`src/rtl/ro_puf_sequencer.sv`:
```
// Challenge/response sequencer for a 16-RO PUF array.
// For each response bit it selects an RO pair, resets the counters, opens a fixed
// enable window, waits for the counters to settle and then samples the comparator bit.
// Optional feature: define PUF_MAJORITY_EN to measure each pair three times and store
// the 2-of-3 majority vote. With the macro undefined, each pair is measured once.
module ro_puf_sequencer #(
    parameter int unsigned RESP_BITS     = 8,
    parameter int unsigned SEL_W         = 4,
    parameter int unsigned RST_CYCLES    = 4,
    parameter int unsigned WINDOW        = 4096,
    parameter int unsigned SETTLE_CYCLES = 8
) (
    input  logic                 clock,
    input  logic                 reset,
    input  logic                 start,
    input  logic [SEL_W-1:0]     challenge,
    input  logic                 puf_in,
    output logic                 ro_enable,
    output logic                 ro_reset,
    output logic [SEL_W-1:0]     select1,
    output logic [SEL_W-1:0]     select2,
    output logic                 busy,
    output logic [3:0]           bit_index,
    output logic [RESP_BITS-1:0] response,
    output logic                 response_valid
);

    // Phase counter loads: counts down to zero, so each dwell loads (cycles - 1).
    localparam logic [15:0] RstLoad    = 16'(RST_CYCLES - 1);
    localparam logic [15:0] CntLoad    = 16'(WINDOW - 1);
    localparam logic [15:0] SettleLoad = 16'(SETTLE_CYCLES - 1);
    localparam logic [3:0]  LastBit    = 4'(RESP_BITS - 1);

    typedef enum logic [2:0] {
        StIdle,
        StRst,
        StCnt,
        StSettle,
        StSample,
        StDone
    } state_e;

    state_e           state_q;
    logic [SEL_W-1:0] chal_q;
    logic [15:0]      phase_q;
    logic             sync1_q;
    logic             sync2_q;

    logic [4:0]       next_offset;
    logic [SEL_W-1:0] next_sel;
    logic             last_meas;
    logic             bit_val;

`ifdef PUF_MAJORITY_EN
    logic [1:0] rep_q;
    logic [1:0] votes_q;
`endif

    // Two-flop synchroniser for the asynchronous comparator output.
    always_ff @(posedge clock) begin
        if (reset) begin
            sync1_q <= 1'b0;
            sync2_q <= 1'b0;
        end else begin
            sync1_q <= puf_in;
            sync2_q <= sync1_q;
        end
    end

    // Pair offset for the next bit (2k wraps modulo 2^SEL_W) and the value to store.
    always_comb begin
        next_offset = {bit_index + 4'd1, 1'b0};
        next_sel    = chal_q + SEL_W'(next_offset);
`ifdef PUF_MAJORITY_EN
        last_meas   = (rep_q == 2'd2);
        bit_val     = ((votes_q + {1'b0, sync2_q}) >= 2'd2);
`else
        last_meas   = 1'b1;
        bit_val     = sync2_q;
`endif
    end

    // Measurement FSM; all outputs are registered and updated on state entry.
    always_ff @(posedge clock) begin
        if (reset) begin
            state_q        <= StIdle;
            chal_q         <= '0;
            phase_q        <= '0;
            ro_enable      <= 1'b0;
            ro_reset       <= 1'b0;
            select1        <= '0;
            select2        <= '0;
            busy           <= 1'b0;
            bit_index      <= '0;
            response       <= '0;
            response_valid <= 1'b0;
`ifdef PUF_MAJORITY_EN
            rep_q          <= '0;
            votes_q        <= '0;
`endif
        end else begin
            unique case (state_q)
                StIdle, StDone: begin
                    if (start) begin
                        chal_q         <= challenge;
                        bit_index      <= '0;
                        response       <= '0;
                        response_valid <= 1'b0;
                        busy           <= 1'b1;
                        select1        <= challenge;
                        select2        <= challenge + SEL_W'(1);
                        ro_reset       <= 1'b1;
                        ro_enable      <= 1'b0;
                        phase_q        <= RstLoad;
                        state_q        <= StRst;
`ifdef PUF_MAJORITY_EN
                        rep_q          <= '0;
                        votes_q        <= '0;
`endif
                    end
                end
                StRst: begin
                    if (phase_q == '0) begin
                        ro_reset  <= 1'b0;
                        ro_enable <= 1'b1;
                        phase_q   <= CntLoad;
                        state_q   <= StCnt;
                    end else begin
                        phase_q <= phase_q - 16'd1;
                    end
                end
                StCnt: begin
                    if (phase_q == '0) begin
                        ro_enable <= 1'b0;
                        phase_q   <= SettleLoad;
                        state_q   <= StSettle;
                    end else begin
                        phase_q <= phase_q - 16'd1;
                    end
                end
                StSettle: begin
                    if (phase_q == '0) begin
                        phase_q <= '0;
                        state_q <= StSample;
                    end else begin
                        phase_q <= phase_q - 16'd1;
                    end
                end
                StSample: begin
                    if (!last_meas) begin
                        // Repeat the same pair; selects are left untouched.
                        ro_reset <= 1'b1;
                        phase_q  <= RstLoad;
                        state_q  <= StRst;
`ifdef PUF_MAJORITY_EN
                        rep_q    <= rep_q + 2'd1;
                        votes_q  <= votes_q + {1'b0, sync2_q};
`endif
                    end else begin
                        for (int i = 0; i < int'(RESP_BITS); i++) begin
                            if (bit_index == 4'(i)) begin
                                response[i] <= bit_val;
                            end
                        end
                        if (bit_index == LastBit) begin
                            busy           <= 1'b0;
                            response_valid <= 1'b1;
                            state_q        <= StDone;
                        end else begin
                            bit_index <= bit_index + 4'd1;
                            select1   <= next_sel;
                            select2   <= next_sel + SEL_W'(1);
                            ro_reset  <= 1'b1;
                            phase_q   <= RstLoad;
                            state_q   <= StRst;
`ifdef PUF_MAJORITY_EN
                            rep_q     <= '0;
                            votes_q   <= '0;
`endif
                        end
                    end
                end
                default: state_q <= StIdle;
            endcase
        end
    end

endmodule

```
`config.mk`:
```
export PLATFORM = sky130hd
export DESIGN_NAME = ro_puf_sequencer
export DESIGN_NICKNAME = d
export VERILOG_FILES = /design/src/rtl/ro_puf_sequencer.sv
export SDC_FILE = /design/constraint.sdc
export NUM_CORES = 1
export LEC_CHECK = 0
export ABC_AREA = 1
export CAP_MARGIN = 0
export CORE_MARGIN = 3
export CORE_UTILIZATION = 35
export DETAILED_ROUTE_END_ITERATION = 7
export HOLD_SLACK_MARGIN = 0.05
export SYNTH_ARGS = -nofsm -noshare
export SYNTH_HDL_FRONTEND = slang
export SYNTH_SLANG_ARGS = --single-unit
```
`constraint.sdc`:
```
create_clock -name clock -period 3.7 [get_ports clock]
set_clock_uncertainty 0.05 [all_clocks]
set_input_delay 0.925 -clock clock [delete_from_list [all_inputs] [get_ports clock]]
set_output_delay 0.925 -clock clock [all_outputs]
set_load 0.02 [all_outputs]
```
==> results of run 1 <==
[cells in the final DEF (no fill, tap or decap), drive strengths merged]
cell type      instances
nor2                  88
nand4                  4
o211ai                 1
clkbuf                 7
clkinv                 1
o21ai                 21
xor2                   5
xnor2                  1
fa                     1
ha                     8
or2                    1
dfxtp                 49
inv                   47
nand3b                 1
clkdlybuf4s50         31
nand3                 29
nor3                   3
nand2                141
a21oi                 33
buf                    1
[registers in the layout, summed over array words and instances, names as in the netlist, 3 cells and up]
register   flops
state_q        3
select2        4
bit_index      4
phase_q       16
response       8
chal_q         4
select1        4
[per-stage QoR]
step                utilization, %  instance area [um^2]
floorplan                        -                  2750
global placement              42.1                  3140
detailed placement            42.1                  3140
CTS                           43.5                  3240
global route                  43.5                  3240
finish                        43.5                  3240
[power breakdown]
part           switching [mW]  internal [mW]  leakage [nW]  total (mW)
registers               0.115          0.677         0.403       0.793
clock network           0.180          0.169        0.0542       0.349
logic                   0.946          0.530          1.05        1.48
[routing by layer]
layer  routed length (um)  global-route usage, %  up-vias
met5                    0                      0        -
met4                   51                   5.05        0
met2                 2850                   24.2       58
li1                     -                      -     1439
met1                 3280                   22.5     1202
met3                  395                   2.95        5
[kinds of logic (layout without fill, tap and decap cells)]
kind of cell	after synthesis	count (layout)	synth area share, %
buffers and inverters	56	87	8.25
adders and majority gates	9	9	4.37
DFF	49	49	35.7
AOI/OAI and AO/OA	55	55	10.1
and+or+nand+nor	267	267	39.6
xor gates and xnor gates	6	6	1.91
[worst max path at each step]
stage,cells after the start,startpoint,endpoint
detailed placement,8,start,bit_index[3]$_SDFFE_PP0P_
global route,1,bit_index[2]$_SDFFE_PP0P_,bit_index[2]
floorplan,14,bit_index[0]$_SDFFE_PP0P_,select2[3]$_SDFFE_PP0P_
finish,1,bit_index[2]$_SDFFE_PP0P_,bit_index[2]
global placement,8,start,bit_index[3]$_SDFFE_PP0P_
CTS,1,bit_index[2]$_SDFFE_PP0P_,bit_index[2]
[final cells by class]
| type | instances | area share (%) |
|---|---|---|
| multi-input cells | 337 | 47.5 |
| flip-flops and latches | 49 | 30.3 |
| repair buffers | 32 | 9.81 |
| inverters | 47 | 5.45 |
| well taps | 99 | 3.82 |
| clock buffers | 7 | 2.97 |
| clock inverters | 1 | 0.154 |
==> results.yml, run 1 <==
status:
  run_status: "finished, final reports clean"
drt:
  drt-vias-per-instance: 4.73
  ant_nets: 0
  drc: 0
  vias: 2704
  finalWirelength_um: 6580
  routedWlPerCell_um: 11.5
  first_iter_violations: 159
  dr.pass1.iters: 4
floorplanning:
  start_util_pct: 36.9
  chipWidth_um: 94.6
  rows: 31
  dieArea_um2: 8950
  core_um2: 7450
  dieHeight_um: 94.6
  num_io_pins: 32
layout:
  nNetsFinal: 489
  drive_gt1_share_pct: 4.23
  layoutNonFillerInstCount: 572
  insertedDiodeCount: 0
  multi_input_area_um2: 1540
  area_delta_synth_final_pct: 18.0
  num-fill-cells: 809
  seqCellArea_um2: 981
power:
  power-per-cell-area_nw_per_um2: 808
  p_leak_nw: 1.50
  vdd_ir_drop_max_mv: 0.286
  power_mw: 2.62
clock_network:
  clkSinkCount: 49
  clockBufferDepth: 2
  cts_tree: "yes"
  htreeDepth: 2
  post_cts_buffers: 0
  root_buffer: "clkbuf_8"
  holdBufCountCts: 0
  clock_latency_ps: 310
  cts_buffers: 5
  cts_resized: 0
  clk_pin_slew_ps: 90
worst_setup_path:
  r2r_end: "select2[3]$_SDFFE_PP0P_"
  critical_path_class: "flip-flop to primary output"
  worstPathArrival_ps: 1520
  critPathLaunchType: "flip-flop"
  path_cells: "clkdlybuf4s50_1"
  reg2reg_slack_ps: 1510
  crit_family: "buffers and inverters"
  cp_slowest_cell: "clkdlybuf4s50_1"
  endpoint_kind: "primary output"
  worst_r2r_path_depth: 15
  cpPeakStageDelay_ps: 680
  cp_num_buf_inv: 1
  worstPathRequired_ps: 2720
  rr_startpoint: "bit_index[0]$_SDFFE_PP0P_"
  crit_fanout: 10
flow_run:
  max_cap_viol_count: 0
grt:
  grt_pass1_wl_um: 11400
  first_global_vias: 2486
  grt_usage_pct: 15.9
  grt.overflow.total: 0
  antenna_found_initial: 0
  grt_max_degree: 26
sta:
  min_period_ps: 2500
  fmax_mhz: 400
  setup_tns_ps: 0
  drv_slew: 0
  rsz0062_at_grt: "false"
  fin_crit_sh_pct: 67.5
  hold_violations: 0
  setup_violations: 0
  holdWs_ps: 362
  fin_ws_ps: 1200
  slew_headroom_pct: 55.0
  max_slew.worst_pin.slew_ps: 674
placed_design:
  dp_slack_ps: 1220
  portBuffers: 31
  gp_congestion: 0.843
  dp.final_hpwl_um: 4880
  post-place-cells: 564
synthesis:
  ys_ff_latch: 49
  synthesis.nets: 459
  synth_top_area_cell: "dfxtp_1"
  synthArstFlopShare_pct: 0
  synthMostInstantiatedCell: "nand2_1"
  yosysWarnings: 0
  synthCells: 442
  synth_area_um2: 2750
  synth-main-ff-cell: "dfxtp_1"
  synth-edff-count: 0
  synth_seq_area_share_pct: 35.7
  synth_cell_types: 26
  syn_area_per_cell_um2: 6.21
  synth_area_leaders: "dfxtp_1 36%, nand2_1 19%, nor2_1 11%"
  synthTopCellsByCount: "139 x nand2_1, 84 x nor2_1, 49 x dfxtp_1"
  netlist.area_leader.share_pct: 35.7
worst_hold_path:
  whs_path_depth: 2
  min_from: "sync1_q$_SDFF_PP0_"
  whs_endpoint: "bit_val$_SDFF_PP0_"
  hold_class: "flip-flop to flip-flop"
Note: power is estimated with default switching activity, not from simulation.
==> run 2: changes to the inputs <==
==> constraint.sdc (replaced) <==
create_clock -name clock -period 2.2 [get_ports clock]
set_clock_uncertainty 0.05 [all_clocks]
set_input_delay 0.55 -clock clock [delete_from_list [all_inputs] [get_ports clock]]
set_output_delay 0.55 -clock clock [all_outputs]
set_load 0.02 [all_outputs]
==> run 2 against run 1 <==
Critical path depth up 1. Via count is 0.11% higher. Sequential cell count unchanged. Global-route usage is 0.25 points higher. Sequential power up 66%. Core utilization increased by 1.2 points. Critical endpoint is now bit_index[1]. Largest power group unchanged.
==> results.yml, run 2 (synthesis gave the netlist of run 1 again) <==
layout:
  regMostFlops: "phase_q"
  final_util_pct: 44.7
  drive_gt1_share_pct: 5.83
  largest_reg_flops: 16
  area_delta_synth_final_pct: 21.1
  layout_common_cells: "139 x nand2_1, 84 x nor2_1, 49 x dfxtp_1, 45 x inv_1, 33 x a21oi_1"
  insertedDiodeCount: 0
  nNetsFinal: 496
  finalInstanceArea_um2: 3330
  top_regs: "phase_q x16, response x8"
  mostFrequentLayoutCell: "nand2_1"
sta:
  setup_violations: 0
  drv_slew: 0
  max_slew.worst_pin.slew_ps: 490
  setup_tns_ps: 0
  slew_headroom_pct: 67.2
  fmax_mhz: 506
  fin_crit_sh_pct: 89.8
  rsz0062_at_grt: "false"
  min_period_ps: 1980
  hold_violations: 0
clock_network:
  cts_tree: "yes"
  htreeDepth: 2
  root_buffer: "clkbuf_8"
  clock_latency_ps: 310
  clkSinkCount: 49
  clockBufferDepth: 2
  clk_pin_slew_ps: 100
  cts_buffers: 5
drt:
  finalWirelength_um: 6590
  ant_nets: 0
  vias: 2707
  routedWlPerCell_um: 11.4
  drt-vias-per-instance: 4.68
  first_iter_violations: 213
  drc: 0
  dr.pass1.iters: 5
grt:
  grt.overflow.total: 0
  grt_pass1_wl_um: 11600
  grt_usage_pct: 16.1
  grt_max_degree: 26
  first_global_vias: 2539
  antenna_found_initial: 0
worst_setup_path:
  crit_fanout: 4
  worstPathArrival_ps: 1380
  critical_path_class: "flip-flop to primary output"
  worstPathRequired_ps: 1600
  critPathLaunchType: "flip-flop"
  endpoint_kind: "primary output"
floorplanning:
  dieArea_um2: 8950
  start_util_pct: 36.9
  num_io_pins: 32
  chipWidth_um: 94.6
  core_um2: 7450
  dieHeight_um: 94.6
  rows: 31
flow_run:
  max_cap_viol_count: 0
power:
  vdd_ir_drop_max_mv: 0.590
  power_mw: 4.57
  p_leak_nw: 1.55
  power-per-cell-area_nw_per_um2: 1370
placed_design:
  portBuffers: 31
  place_area_um2: 3200
  gp_congestion: 0.837
  dp.final_hpwl_um: 4940
status:
  run_status: "finished, final reports clean"
worst_hold_path:
  hold_class: "flip-flop to flip-flop"
[run 2: cell count changes in the layout (fill, tap and decap cells not counted), sizes merged]
cell / before / now
clkbuf: 7 / 6
clkinv: 1 / 0
buf: 1 / 8
bufinv: 0 / 1
clkinvlp: 0 / 1
[run 2: worst paths after layout]
kind | to | cells after the start | slack (ps) | start
worst min register to register | bit_val$_SDFF_PP0_ | 2 | 360 | sync1_q$_SDFF_PP0_
worst max register to register | select2[3]$_SDFFE_PP0P_ | 13 | 230 | bit_index[1]$_SDFFE_PP0P_
worst max-delay path | bit_index[1] | 2 | 220 | bit_index[1]$_SDFFE_PP0P_
worst min-delay path | bit_val$_SDFF_PP0_ | 2 | 360 | sync1_q$_SDFF_PP0_
[run 2: per-layer routing]
metal  vias to the layer above  wire (um)  GRT usage [%]
li1                       1458          -              -
met5                         -          0              0
met2                        38       2860           24.2
met1                      1204       3420           23.2
met4                         0         82           4.69
met3                         7        227           3.19
[run 2: repair_timing]
item                       CTS  global route
hold buffers                 0             0
setup endpoints to repair    0             1
resized for setup            0             1
setup buffers                0             0
[run 2: where the power goes]
group / switching, mW / internal [mW] / total (mW)
clock: 0.317 / 0.370 / 0.687
sequential: 0.186 / 1.14 / 1.32
combinational: 1.63 / 0.933 / 2.56
total: 2.13 / 2.44 / 4.57
[run 2: worst max-delay path: stages, from the launching register on]
cell             delay [ps]
dfxtp_1                 340
buf_4                   130
clkdlybuf4s50_1         600
[run 2: metrics by stage]
stage	setup WS [ps]	std cells	hold slack, ps
2_1_floorplan	115	442	338
3_3_place_gp	224	571	353
3_5_place_dp	184	571	352
4_1_cts	176	579	368
5_1_grt	22.2	579	409
6_report	224	579	360
[run 2: final cells by class]
| type | instances | area [um^2] |
|---|---|---|
| clock buffer | 6 | 82.6 |
| inverter | 47 | 176 |
| fill | 783 | 4120 |
| timing repair buffer | 39 | 383 |
| tap | 99 | 124 |
| clock inverter | 2 | 37.5 |
| multi-input combinational | 337 | 1540 |
| sequential | 49 | 981 |
==> run 3: changes to the inputs <==
--- a/config.mk
+++ b/config.mk
@@ -10,6 +10,7 @@
 export CORE_MARGIN = 3
 export CORE_UTILIZATION = 35
 export DETAILED_ROUTE_END_ITERATION = 7
+export GPL_TIMING_DRIVEN = 0
 export HOLD_SLACK_MARGIN = 0.05
 export SYNTH_ARGS = -nofsm -noshare
 export SYNTH_HDL_FRONTEND = slang
==> run 3 against run 2 <==
Final area fell by 1.5%. Global-route usage rose by 0.19 points. Wire length rose by 2.0%. Sequential share of layout area rose by 0.61 points. Largest cell class unchanged.
==> results.yml, run 3 (synthesis gave the netlist of run 1 again) <==
floorplanning:
  start_util_pct: 36.9
  chipWidth_um: 94.6
  rows: 31
  dieHeight_um: 94.6
  num_io_pins: 32
  dieArea_um2: 8950
  core_um2: 7450
placed_design:
  dp_slack_ps: 37.2
  portBuffers: 30
  gp_congestion: 0.899
  dp.final_hpwl_um: 5080
drt:
  vias: 2733
  first_iter_violations: 160
  finalWirelength_um: 6730
  dr.pass1.iters: 4
  drt-vias-per-instance: 4.71
  drc: 0
  ant_nets: 0
  routedWlPerCell_um: 11.6
worst_hold_path:
  hold_class: "flip-flop to flip-flop"
  whs_endpoint: "bit_val$_SDFF_PP0_"
  min_from: "sync1_q$_SDFF_PP0_"
  whs_path_depth: 2
sta:
  drv_slew: 0
  fin_crit_sh_pct: 90.0
  holdWs_ps: 365
  hold_violations: 0
  fmax_mhz: 505
  setup_violations: 0
  setup_tns_ps: 0
  rsz0062_at_grt: "false"
  max_slew.worst_pin.slew_ps: 521
  fin_ws_ps: 220
  min_period_ps: 1980
  slew_headroom_pct: 65.3
power:
  p_leak_nw: 1.52
  power-per-cell-area_nw_per_um2: 1350
  pwr-share-clk_pct: 12.1
  p_sw_share_pct: 48.2
  p_comb_share_pct: 58.1
  switching_power_mw: 2.13
  pwr-share-seq_pct: 29.8
  p_int_mw: 2.29
  vdd_ir_drop_max_mv: 0.721
worst_setup_path:
  crit_family: "buffers and inverters"
  cp_num_buf_inv: 2
  critical_path_class: "flip-flop to primary output"
  rr_startpoint: "bit_index[0]$_SDFFE_PP0P_"
  r2r_end: "select2[3]$_SDFFE_PP0P_"
  critPathLaunchType: "flip-flop"
  endpoint_kind: "primary output"
  worst_r2r_path_depth: 13
  cpPeakStageDelay_ps: 590
  cp_slowest_cell: "clkdlybuf4s50_1"
  worstPathArrival_ps: 1380
  reg2reg_slack_ps: 220
  crit_fanout: 4
  path_cells: "buf_4 > clkdlybuf4s50_1"
  worstPathRequired_ps: 1600
grt:
  grt_usage_pct: 16.3
  first_global_vias: 2490
  grt.overflow.total: 0
  antenna_found_initial: 0
  grt_pass1_wl_um: 11700
  grt_max_degree: 16
layout:
  mostFrequentLayoutCell: "nand2_1"
  largest_reg_flops: 16
  nNetsFinal: 497
  layout_common_cells: "138 x nand2_1, 84 x nor2_1, 47 x dfxtp_1, 44 x inv_1, 33 x a21oi_1"
  top_regs: "phase_q x16, response x8"
  num-fill-cells: 792
  insertedDiodeCount: 0
  drive_gt1_share_pct: 6.03
  regMostFlops: "phase_q"
  area_delta_synth_final_pct: 19.2
status:
  run_status: "finished, final reports clean"
clock_network:
  htreeDepth: 2
  clkSinkCount: 49
  cts_buffers: 5
  clock_latency_ps: 310
  cts_tree: "yes"
  root_buffer: "clkbuf_8"
  clk_pin_slew_ps: 100
  clockBufferDepth: 2
flow_run:
  max_cap_viol_count: 0
-- run 3: worst max-delay path by stage --
stage	from	endpoint	slack, ps	cells after the start
detailed placement	bit_index[0]$_SDFFE_PP0P_	select2[3]$_SDFFE_PP0P_	40	14
CTS	bit_index[0]$_SDFFE_PP0P_	select2[3]$_SDFFE_PP0P_	6	15
global placement	start	chal_q[3]$_SDFFE_PP0P_	30	8
global route	bit_index[0]$_SDFFE_PP0P_	select2[3]$_SDFFE_PP0P_	6	15
floorplan	bit_index[0]$_SDFFE_PP0P_	select2[3]$_SDFFE_PP0P_	110	14
finish	bit_index[1]$_SDFFE_PP0P_	bit_index[1]	220	2
-- run 3: what timing repair did --
| item | CTS | global route |
|---|---|---|
| setup endpoints to repair | 0 | 2 |
| hold endpoints to repair | 0 | 0 |
| hold buffers | 0 | 0 |
| buffers inserted | 0 | 1 |
| gates resized for setup | 0 | 6 |
-- run 3: tightest hold or removal path: stages (launching register included) --
cell,delay [ps]
dfxtp_1,300
inv_1,40
nor2_1,40
-- run 3: layer usage --
metal  global-route usage, %  share of wire, %  vias up
met5                       0                 0        -
met4                    4.21               1.0        0
met3                    3.03               3.8        7
met2                    25.2                44       41
met1                    23.3                51     1224
li1                        -                 -     1461
-- run 3: layout make-up --
cell class / instances / area [um^2] / share of cell area, %
well taps: 99 / 124 / 3.78
multi-input cells: 337 / 1540 / 47.2
repair buffers: 31 / 308 / 9.40
inverters: 47 / 176 / 5.39
clock buffers: 5 / 68.8 / 2.10
flip-flops and latches: 49 / 986 / 30.1
plain buffers: 9 / 50.0 / 1.53
clock inverters: 3 / 17.5 / 0.535
-- run 3: power groups by stage --
stage / registers (mW) / clock network [mW] / logic (mW)
CTS: 1.31 / 0.556 / 2.57
detailed placement: 1.33 / 0 / 2.56
finish: 1.32 / 0.535 / 2.57
global placement: 1.33 / 0 / 2.53
floorplan: 1.45 / 0 / 1.72
global route: 1.35 / 0.597 / 2.97
-- run 3: per-stage QoR --
step | cells | utilization, % | area [um^2] | power (mW)
global route | 580 | 44.0 | 3270 | 4.92
CTS | 579 | 43.7 | 3260 | 4.44
global placement | 571 | 42.6 | 3170 | 3.86
finish | 580 | 44.0 | 3270 | 4.42
floorplan | 442 | - | 2750 | 3.17
detailed placement | 571 | 42.6 | 3170 | 3.89
